### config.mk
export PLATFORM = sky130hd
export DESIGN_NAME = msi_cache_ctrl
export DESIGN_NICKNAME = d
export VERILOG_FILES = /design/src/rtl/msi_pkg.sv /design/src/rtl/msi_line_array.sv /design/src/rtl/msi_cache_ctrl.sv
export SDC_FILE = /design/constraint.sdc
export NUM_CORES = 1
export LEC_CHECK = 0
export BUFFER_PORTS_ARGS = -buffer_cell sky130_fd_sc_hd__buf_2
export CORE_MARGIN = 2
export CORE_UTILIZATION = 45
export DETAILED_ROUTE_END_ITERATION = 12
export HOLD_SLACK_MARGIN = 0.03
export PLACE_DENSITY = 0.78
export SETUP_SLACK_MARGIN = 0.02
export SLEW_MARGIN = 20
export SYNTH_ARGS = -nofsm -noshare
export SYNTH_HDL_FRONTEND = slang
export SYNTH_HIERARCHICAL = 1
export SYNTH_SLANG_ARGS = --single-unit
export TNS_END_PERCENT = 1
### constraint.sdc
create_clock -name clock -period 3.25 [get_ports clock]
set_input_delay 0.325 -clock clock [delete_from_list [all_inputs] [get_ports clock]]
set_output_delay 0.325 -clock clock [all_outputs]
set_load 0.02 [all_outputs]
### src/rtl/msi_pkg.sv
// Shared encodings for the MSI cache controller: line states, bus commands,
// controller FSM states and the tag-width helper.
package msi_pkg;

  typedef logic [1:0] line_state_t;
  typedef logic [1:0] bus_cmd_t;

  localparam line_state_t LINE_I = 2'd0;
  localparam line_state_t LINE_S = 2'd1;
  localparam line_state_t LINE_M = 2'd2;

  localparam bus_cmd_t CMD_BUSRD   = 2'd0;
  localparam bus_cmd_t CMD_BUSRDX  = 2'd1;
  localparam bus_cmd_t CMD_BUSUPGR = 2'd2;
  localparam bus_cmd_t CMD_WB      = 2'd3;

  localparam logic [2:0] ST_IDLE    = 3'd0;
  localparam logic [2:0] ST_COMPARE = 3'd1;
  localparam logic [2:0] ST_UPGR    = 3'd2;
  localparam logic [2:0] ST_WB      = 3'd3;
  localparam logic [2:0] ST_FILL    = 3'd4;

  function automatic int tag_width(input int addr_w, input int index_w);
    return addr_w - index_w;
  endfunction

endpackage

### src/rtl/msi_line_array.sv
// Direct-mapped line storage (state/tag/data) with a CPU/fill port, a snoop
// read-modify port with registered responses, and a debug state read port.
module msi_line_array
  import msi_pkg::*;
#(
  parameter int INDEX_W = 1,
  parameter int TAG_W   = 2,
  parameter int DATA_W  = 4
) (
  input  logic               clock,
  input  logic               reset,
  input  logic [INDEX_W-1:0] cpu_index,
  output logic [1:0]         rd_state,
  output logic [TAG_W-1:0]   rd_tag,
  output logic [DATA_W-1:0]  rd_data,
  input  logic               wr_en,
  input  logic [1:0]         wr_state,
  input  logic [TAG_W-1:0]   wr_tag,
  input  logic [DATA_W-1:0]  wr_data,
  input  logic               snoop_valid,
  input  logic [1:0]         snoop_cmd,
  input  logic [INDEX_W-1:0] snoop_index,
  input  logic [TAG_W-1:0]   snoop_tag,
  output logic               snoop_hit,
  output logic               snoop_flush,
  output logic [DATA_W-1:0]  snoop_data,
  input  logic [INDEX_W-1:0] dbg_index,
  output logic [1:0]         dbg_state
);
  localparam int LINES = 1 << INDEX_W;

  line_state_t       state_q [LINES];
  logic [TAG_W-1:0]  tag_q   [LINES];
  logic [DATA_W-1:0] data_q  [LINES];

  line_state_t sn_state, sn_next;
  logic        sn_match, sn_hit, sn_flush;

  assign rd_state  = state_q[cpu_index];
  assign rd_tag    = tag_q[cpu_index];
  assign rd_data   = data_q[cpu_index];
  assign dbg_state = state_q[dbg_index];

  always_comb begin
    sn_state = state_q[snoop_index];
    sn_match = snoop_valid && (sn_state != LINE_I) && (tag_q[snoop_index] == snoop_tag);
    sn_hit   = 1'b0;
    sn_flush = 1'b0;
    sn_next  = sn_state;
    if (sn_match) begin
      case (snoop_cmd)
        CMD_BUSRD: begin
          sn_hit   = 1'b1;
          sn_flush = (sn_state == LINE_M);
          sn_next  = LINE_S;
        end
        CMD_BUSRDX: begin
          sn_hit   = 1'b1;
          sn_flush = (sn_state == LINE_M);
          sn_next  = LINE_I;
        end
        CMD_BUSUPGR: begin
          if (sn_state == LINE_S) begin
            sn_hit  = 1'b1;
            sn_next = LINE_I;
          end
        end
        default: ;
      endcase
    end
  end

  // Snoop update is written first so a same-cycle local write to the line wins.
  always_ff @(posedge clock) begin
    if (reset) begin
      for (int i = 0; i < LINES; i++) begin
        state_q[i] <= LINE_I;
        tag_q[i]   <= '0;
        data_q[i]  <= '0;
      end
      snoop_hit   <= 1'b0;
      snoop_flush <= 1'b0;
      snoop_data  <= '0;
    end else begin
      snoop_hit   <= sn_hit;
      snoop_flush <= sn_flush;
      snoop_data  <= sn_flush ? data_q[snoop_index] : '0;
      if (sn_match) state_q[snoop_index] <= sn_next;
      if (wr_en) begin
        state_q[cpu_index] <= wr_state;
        tag_q[cpu_index]   <= wr_tag;
        data_q[cpu_index]  <= wr_data;
      end
    end
  end

endmodule

### src/rtl/msi_cache_ctrl.sv
// Direct-mapped write-back MSI cache controller: processor handshake, shared
// bus master port and snoop port in front of a common memory.
//
//   state   | meaning
//   IDLE    | waiting for cpu_req; request fields latched on accept
//   COMPARE | tag/state lookup, hits complete here
//   UPGR    | BusUpgr for a write hit on an S line
//   WB      | WriteBack of a modified victim
//   FILL    | BusRd / BusRdX fill, install and complete
module msi_cache_ctrl
  import msi_pkg::*;
#(
  parameter int ADDR_W  = 3,
  parameter int DATA_W  = 4,
  parameter int INDEX_W = 1
) (
  input  logic               clock,
  input  logic               reset,
  input  logic               cpu_req,
  input  logic               cpu_write,
  input  logic [ADDR_W-1:0]  cpu_addr,
  input  logic [DATA_W-1:0]  cpu_wdata,
  output logic               cpu_ready,
  output logic [DATA_W-1:0]  cpu_rdata,
  output logic               bus_req,
  output logic [1:0]         bus_cmd,
  output logic [ADDR_W-1:0]  bus_addr,
  output logic [DATA_W-1:0]  bus_wdata,
  input  logic               bus_ack,
  input  logic [DATA_W-1:0]  bus_rdata,
  input  logic               snoop_valid,
  input  logic [1:0]         snoop_cmd,
  input  logic [ADDR_W-1:0]  snoop_addr,
  output logic               snoop_hit,
  output logic               snoop_flush,
  output logic [DATA_W-1:0]  snoop_data,
  output logic [1:0]         dbg_state,
  input  logic [INDEX_W-1:0] dbg_index
);
  localparam int TAG_W = tag_width(ADDR_W, INDEX_W);

  logic [2:0]         state_q, state_d;
  logic               req_write;
  logic [ADDR_W-1:0]  req_addr;
  logic [DATA_W-1:0]  req_wdata;
  logic [INDEX_W-1:0] req_index;
  logic [TAG_W-1:0]   req_tag;

  line_state_t        rd_state, wr_state;
  logic [TAG_W-1:0]   rd_tag, wr_tag;
  logic [DATA_W-1:0]  rd_data, wr_data;
  logic               wr_en, line_hit;

  assign req_index = req_addr[INDEX_W-1:0];
  assign req_tag   = req_addr[ADDR_W-1:INDEX_W];
  assign line_hit  = (rd_state != LINE_I) && (rd_tag == req_tag);

  msi_line_array #(
    .INDEX_W(INDEX_W),
    .TAG_W  (TAG_W),
    .DATA_W (DATA_W)
  ) u_lines (
    .clock      (clock),
    .reset      (reset),
    .cpu_index  (req_index),
    .rd_state   (rd_state),
    .rd_tag     (rd_tag),
    .rd_data    (rd_data),
    .wr_en      (wr_en),
    .wr_state   (wr_state),
    .wr_tag     (wr_tag),
    .wr_data    (wr_data),
    .snoop_valid(snoop_valid),
    .snoop_cmd  (snoop_cmd),
    .snoop_index(snoop_addr[INDEX_W-1:0]),
    .snoop_tag  (snoop_addr[ADDR_W-1:INDEX_W]),
    .snoop_hit  (snoop_hit),
    .snoop_flush(snoop_flush),
    .snoop_data (snoop_data),
    .dbg_index  (dbg_index),
    .dbg_state  (dbg_state)
  );

  always_ff @(posedge clock) begin
    if (reset) begin
      state_q   <= ST_IDLE;
      req_write <= 1'b0;
      req_addr  <= '0;
      req_wdata <= '0;
    end else begin
      state_q <= state_d;
      if (state_q == ST_IDLE && cpu_req) begin
        req_write <= cpu_write;
        req_addr  <= cpu_addr;
        req_wdata <= cpu_wdata;
      end
    end
  end

  always_comb begin
    state_d   = state_q;
    cpu_ready = 1'b0;
    cpu_rdata = '0;
    bus_req   = 1'b0;
    bus_cmd   = CMD_BUSRD;
    bus_addr  = '0;
    bus_wdata = '0;
    wr_en     = 1'b0;
    wr_state  = rd_state;
    wr_tag    = rd_tag;
    wr_data   = rd_data;
    case (state_q)
      ST_IDLE: if (cpu_req) state_d = ST_COMPARE;
      ST_COMPARE: begin
        if (line_hit && !req_write) begin
          cpu_ready = 1'b1;
          cpu_rdata = rd_data;
          state_d   = ST_IDLE;
        end else if (line_hit && rd_state == LINE_M) begin
          wr_en     = 1'b1;
          wr_data   = req_wdata;
          cpu_ready = 1'b1;
          state_d   = ST_IDLE;
        end else if (line_hit) begin
          state_d = ST_UPGR;
        end else if (rd_state == LINE_M) begin
          state_d = ST_WB;
        end else begin
          state_d = ST_FILL;
        end
      end
      ST_UPGR: begin
        // A snoop that invalidated our S copy turns the upgrade into a full
        // BusRdX; the request drops for this one cycle.
        if (rd_state == LINE_I) begin
          state_d = ST_FILL;
        end else begin
          bus_req  = 1'b1;
          bus_cmd  = CMD_BUSUPGR;
          bus_addr = req_addr;
          if (bus_ack) begin
            wr_en     = 1'b1;
            wr_state  = LINE_M;
            wr_data   = req_wdata;
            cpu_ready = 1'b1;
            state_d   = ST_IDLE;
          end
        end
      end
      ST_WB: begin
        bus_req   = 1'b1;
        bus_cmd   = CMD_WB;
        bus_addr  = {rd_tag, req_index};
        bus_wdata = rd_data;
        if (bus_ack) begin
          wr_en    = 1'b1;
          wr_state = LINE_I;
          state_d  = ST_FILL;
        end
      end
      ST_FILL: begin
        bus_req  = 1'b1;
        bus_cmd  = req_write ? CMD_BUSRDX : CMD_BUSRD;
        bus_addr = req_addr;
        if (bus_ack) begin
          wr_en     = 1'b1;
          wr_tag    = req_tag;
          wr_state  = req_write ? LINE_M : LINE_S;
          wr_data   = req_write ? req_wdata : bus_rdata;
          cpu_ready = 1'b1;
          cpu_rdata = req_write ? '0 : bus_rdata;
          state_d   = ST_IDLE;
        end
      end
      default: state_d = ST_IDLE;
    endcase
  end

endmodule

==> metrics.md <==
| Metric | Value |
|---|---|
| Total global routing overflow | `0` |
| Crit path time final | `~3.0 ns` |
| DIE HEIGHT | `roughly 74 um` |
| Clock buffer count from CTS | `5` |
| WS Path Type | `flip-flop to flip-flop` |
| Clk buf depth | `2` |
| Worst Skew | `around 0.0056 ns` |
| Worst Path Buf+Inv | `0` |
| Post-CTS resize count | `1` |
| LEAKAGE | `1.13 nW` |
| Cell Area, Synth | `between 2000 and 2500 um^2` |
| RSZ-0062 raised after global routing | `no` |
| Clk_lat worst skew | `about 0.29 ns` |
| Peak supply drop | `between 0.2 and 0.3 mV` |
| Final Util | `a little under three fifths` |
| Cells along the critical path | `mux2_2 > or2_2 > o21ai_0 > o21ai_1 > a22o_1 > and3b_1 > or2_2 > o21bai_1` |
| Max_slew headroom | `around 64%` |
| Die area | `about 5500 um^2` |
| IO Port Bufs | `45` |
| CP max-delay cell | `edfxtp_1` |
| WP data required | `~3.3 ns` |
| First-pass iteration count of the detailed router | `4` |
| Register area share after synthesis | `37.0%` |
| Least-Margin Pin Slew | `0.529 ns` |
| Final ANT Viol Nets | `0` |
| Setup TNS | `0 ns` |
| Startpoint Class | `flip-flop` |
| Flop pwr share | `around two fifths` |
| Area leader, netlist | `edfxtp_1` |
| Fmax | `between 300 and 400 MHz` |
| Initial antenna violation count | `0` |
| Clock transition at the registers of the reported paths | `0.07 ns` |
| Worst hold path type | `input port to flip-flop` |
| Power Internal | `around 0.00078 W` |
| Max-slew violation count | `0` |
| Max-cap violations | `0` |
| GRT Resource Usage Total | `between 20 and 25%` |
| Switching power | `about 0.00043 W` |
| Layout area overhead | `18.5%` |
| Post-CTS Setup Repair Bufs | `0` |
| Clock Power Share | `25.5%` |
| Yosys top cell area share | `21.6%` |
| Ys flop type | `dfxtp_1` |
| Fillers | `around 450` |
| Outcome | `finished, final reports clean` |
| Tcrit/Tclk final | `between 90% and 100%` |
| Crit path top cell by count | `or2_2` |
| Worst-path maximum fanout | `11` |
| Layout cells sized above 1 | `27.5%` |
| WL/cell | `approximately 14 um` |
| Gp weighted congestion | `0.944` |
| Share of power burned in combinational logic | `roughly 33%` |
| Syn Nets | `about 280` |
| Sw Share | `roughly 36%` |
| CTS sink count | `33` |
| Largest cells by area after synthesis | `edfxtp_1 22%, dfxtp_1 15%, nand2_1 5.7%` |
| H-tree level count | `2` |
| Final hold viol count | `0` |
| Nets | `330` |
| Post-route insts no fill | `between 300 and 400` |
| Post-CTS Hold Buffers | `0` |
| Pin count of the biggest net entering global routing | `18` |
| Critical Path End Type | `flip-flop` |
| Core ar. | `between 4000 and 5000 um^2` |
| Vias in the first global route | `~1,900` |
| I/O Pins | `46` |
| Total Wirelength | `~5300 um` |
| Overall die width | `approximately 74 um` |
| Syn avg cell area | `8.68 um^2` |
| Yosys Warn Count | `6` |
| Post-Synthesis Cells | `between 200 and 300` |
| Post-synth cell types | `48` |
| PwrDens | `around 460 nW/um^2` |
| Placed Cells | `approximately 360` |
| Number of synthesized flops with an enable pin | `16` |
| Initial Utilization | `~47%` |
| DR vias | `between 2,000 and 2,500` |
| CTS tree | `built` |
| Worst path arrival time | `just over 3 ns` |
| 1st-iter DRT viols | `around 130` |
| First-pass GRT wire length | `8630 um` |
| Final-report setup violation count | `0` |
| Asr flop ratio synth | `0%` |
| CP top delay family | `simple AND/OR/NAND/NOR gates` |
| CP max stage delay | `around 0.5 ns` |
| Number of core rows | `25` |
| Placed wire-length estimate | `4090 um` |
| Diode count | `0` |
| DR vias/cell | `5.51` |
| Drc violations | `0` |
| Seq cells post-synth | `33` |
| Clock root buffer | `clkbuf_8` |
==> state kept, by name, indices dropped and copies added, names as in the netlist <==
register and flops:
u_lines/data_q 8, req_wdata 4, u_lines/snoop_data 4, u_lines/state_q 4, u_lines/tag_q 4, req_addr 3
state_q 3, req_write 1, u_lines/snoop_flush 1, u_lines/snoop_hit 1
==> cells in the final DEF, fill, tap and decap left out, types with 3 or more instances in the layout <==
cell and instances:
nand2_1 34, mux2_2 11, or2_2 3, inv_1 7, and3_1 4, and2_1 14, nor2_1 21, a2111oi_0 4
clkbuf_8 5, nand3_1 4, a211oi_1 4, buf_2 45, nor3_1 3, a22o_1 7, dfxtp_1 16, o31ai_1 3
a21oi_1 21, mux2i_1 6, edfxtp_1 16, nor2b_1 3, a221oi_1 5, ha_1 3, buf_4 10, o21ai_0 16
==> area by class of cell <==
| type | count | area (um^2) | share of cell area [%] |
|---|---|---|---|
| clock buffers | 5 | 68.8 | 2.62 |
| repair buffers | 55 | 300 | 11.4 |
| inverters | 7 | 26.3 | 0.999 |
| flip-flops and latches | 33 | 822 | 31.2 |
| clock inverters | 3 | 17.5 | 0.666 |
| well taps | 67 | 83.8 | 3.19 |
| multi-input cells | 202 | 1310 | 49.9 |
==> cell usage after synthesis, types with 5 or more instances <==
master and number:
a21oi_1 21, a221oi_1 5, a22o_1 7, and2_1 14
clkbuf_1 10, dfxtp_1 17, edfxtp_1 16, inv_1 7
mux2_2 11, mux2i_1 6, nand2_1 34, nor2_1 21
o21ai_0 17
==> power by group through the flow <==
stage,combinational (W),sequential (W),clock [W]
6_report,0.000393,0.000504,0.000307
5_1_grt,0.000441,0.000509,0.000332
4_1_cts,0.000392,0.000502,0.000317
3_5_place_dp,0.000390,0.000511,0
3_3_place_gp,0.000382,0.000509,0
2_1_floorplan,0.000291,0.000491,0
==> per-layer routing <==
metal	track usage (%)	vias up	share of wire, %
met5	0	-	0
met4	9.92	0	1.7
met3	6.10	9	7.4
met2	32.8	86	47
met1	26.0	925	44
li1	-	1028	-
==> worst paths after layout <==
path	cells past startpoint	slack [ns]	endpoint	from
max	8	0.22	u_lines/state_q[1][1]	u_lines/state_q[1][0]
min	3	0.26	req_addr[1]	cpu_addr[1]
min reg2reg	2	0.50	req_wdata[3]	req_wdata[3]
max reg2reg	8	0.22	u_lines/state_q[1][1]	u_lines/state_q[1][0]
==> cells by family (layout without fill, tap and decap cells) <==
kind of cell | count (synthesis) | count (layout) | synth area share [%]
simple gates | 103 | 103 | 25.0
compound gates | 75 | 75 | 22.4
flops | 33 | 33 | 37.0
buf+inv | 21 | 70 | 4.17
mux | 17 | 17 | 8.28
xor+xnor | 4 | 4 | 1.58
fa+ha+maj | 3 | 3 | 1.69
==> worst min-delay path: cells and delay by family <==
kind            cells  cell delay, ns
compound gates      1            0.05
buf+inv             1            0.09
simple gates        1            0.04
==> through the flow <==
stage                     instance area [um^2]  worst slack, ns  hold WS, ns  total power [W]
after floorplan                           2220           0.0465        0.417         0.000783
after global placement                    2540            0.160        0.476         0.000891
after detailed placement                  2540          -0.0132        0.485         0.000900
after CTS                                 2630            0.116        0.253          0.00121
after global routing                      2630           0.0515        0.282          0.00128
final                                     2630            0.224        0.262          0.00120
(Power assumes the default switching activity.)
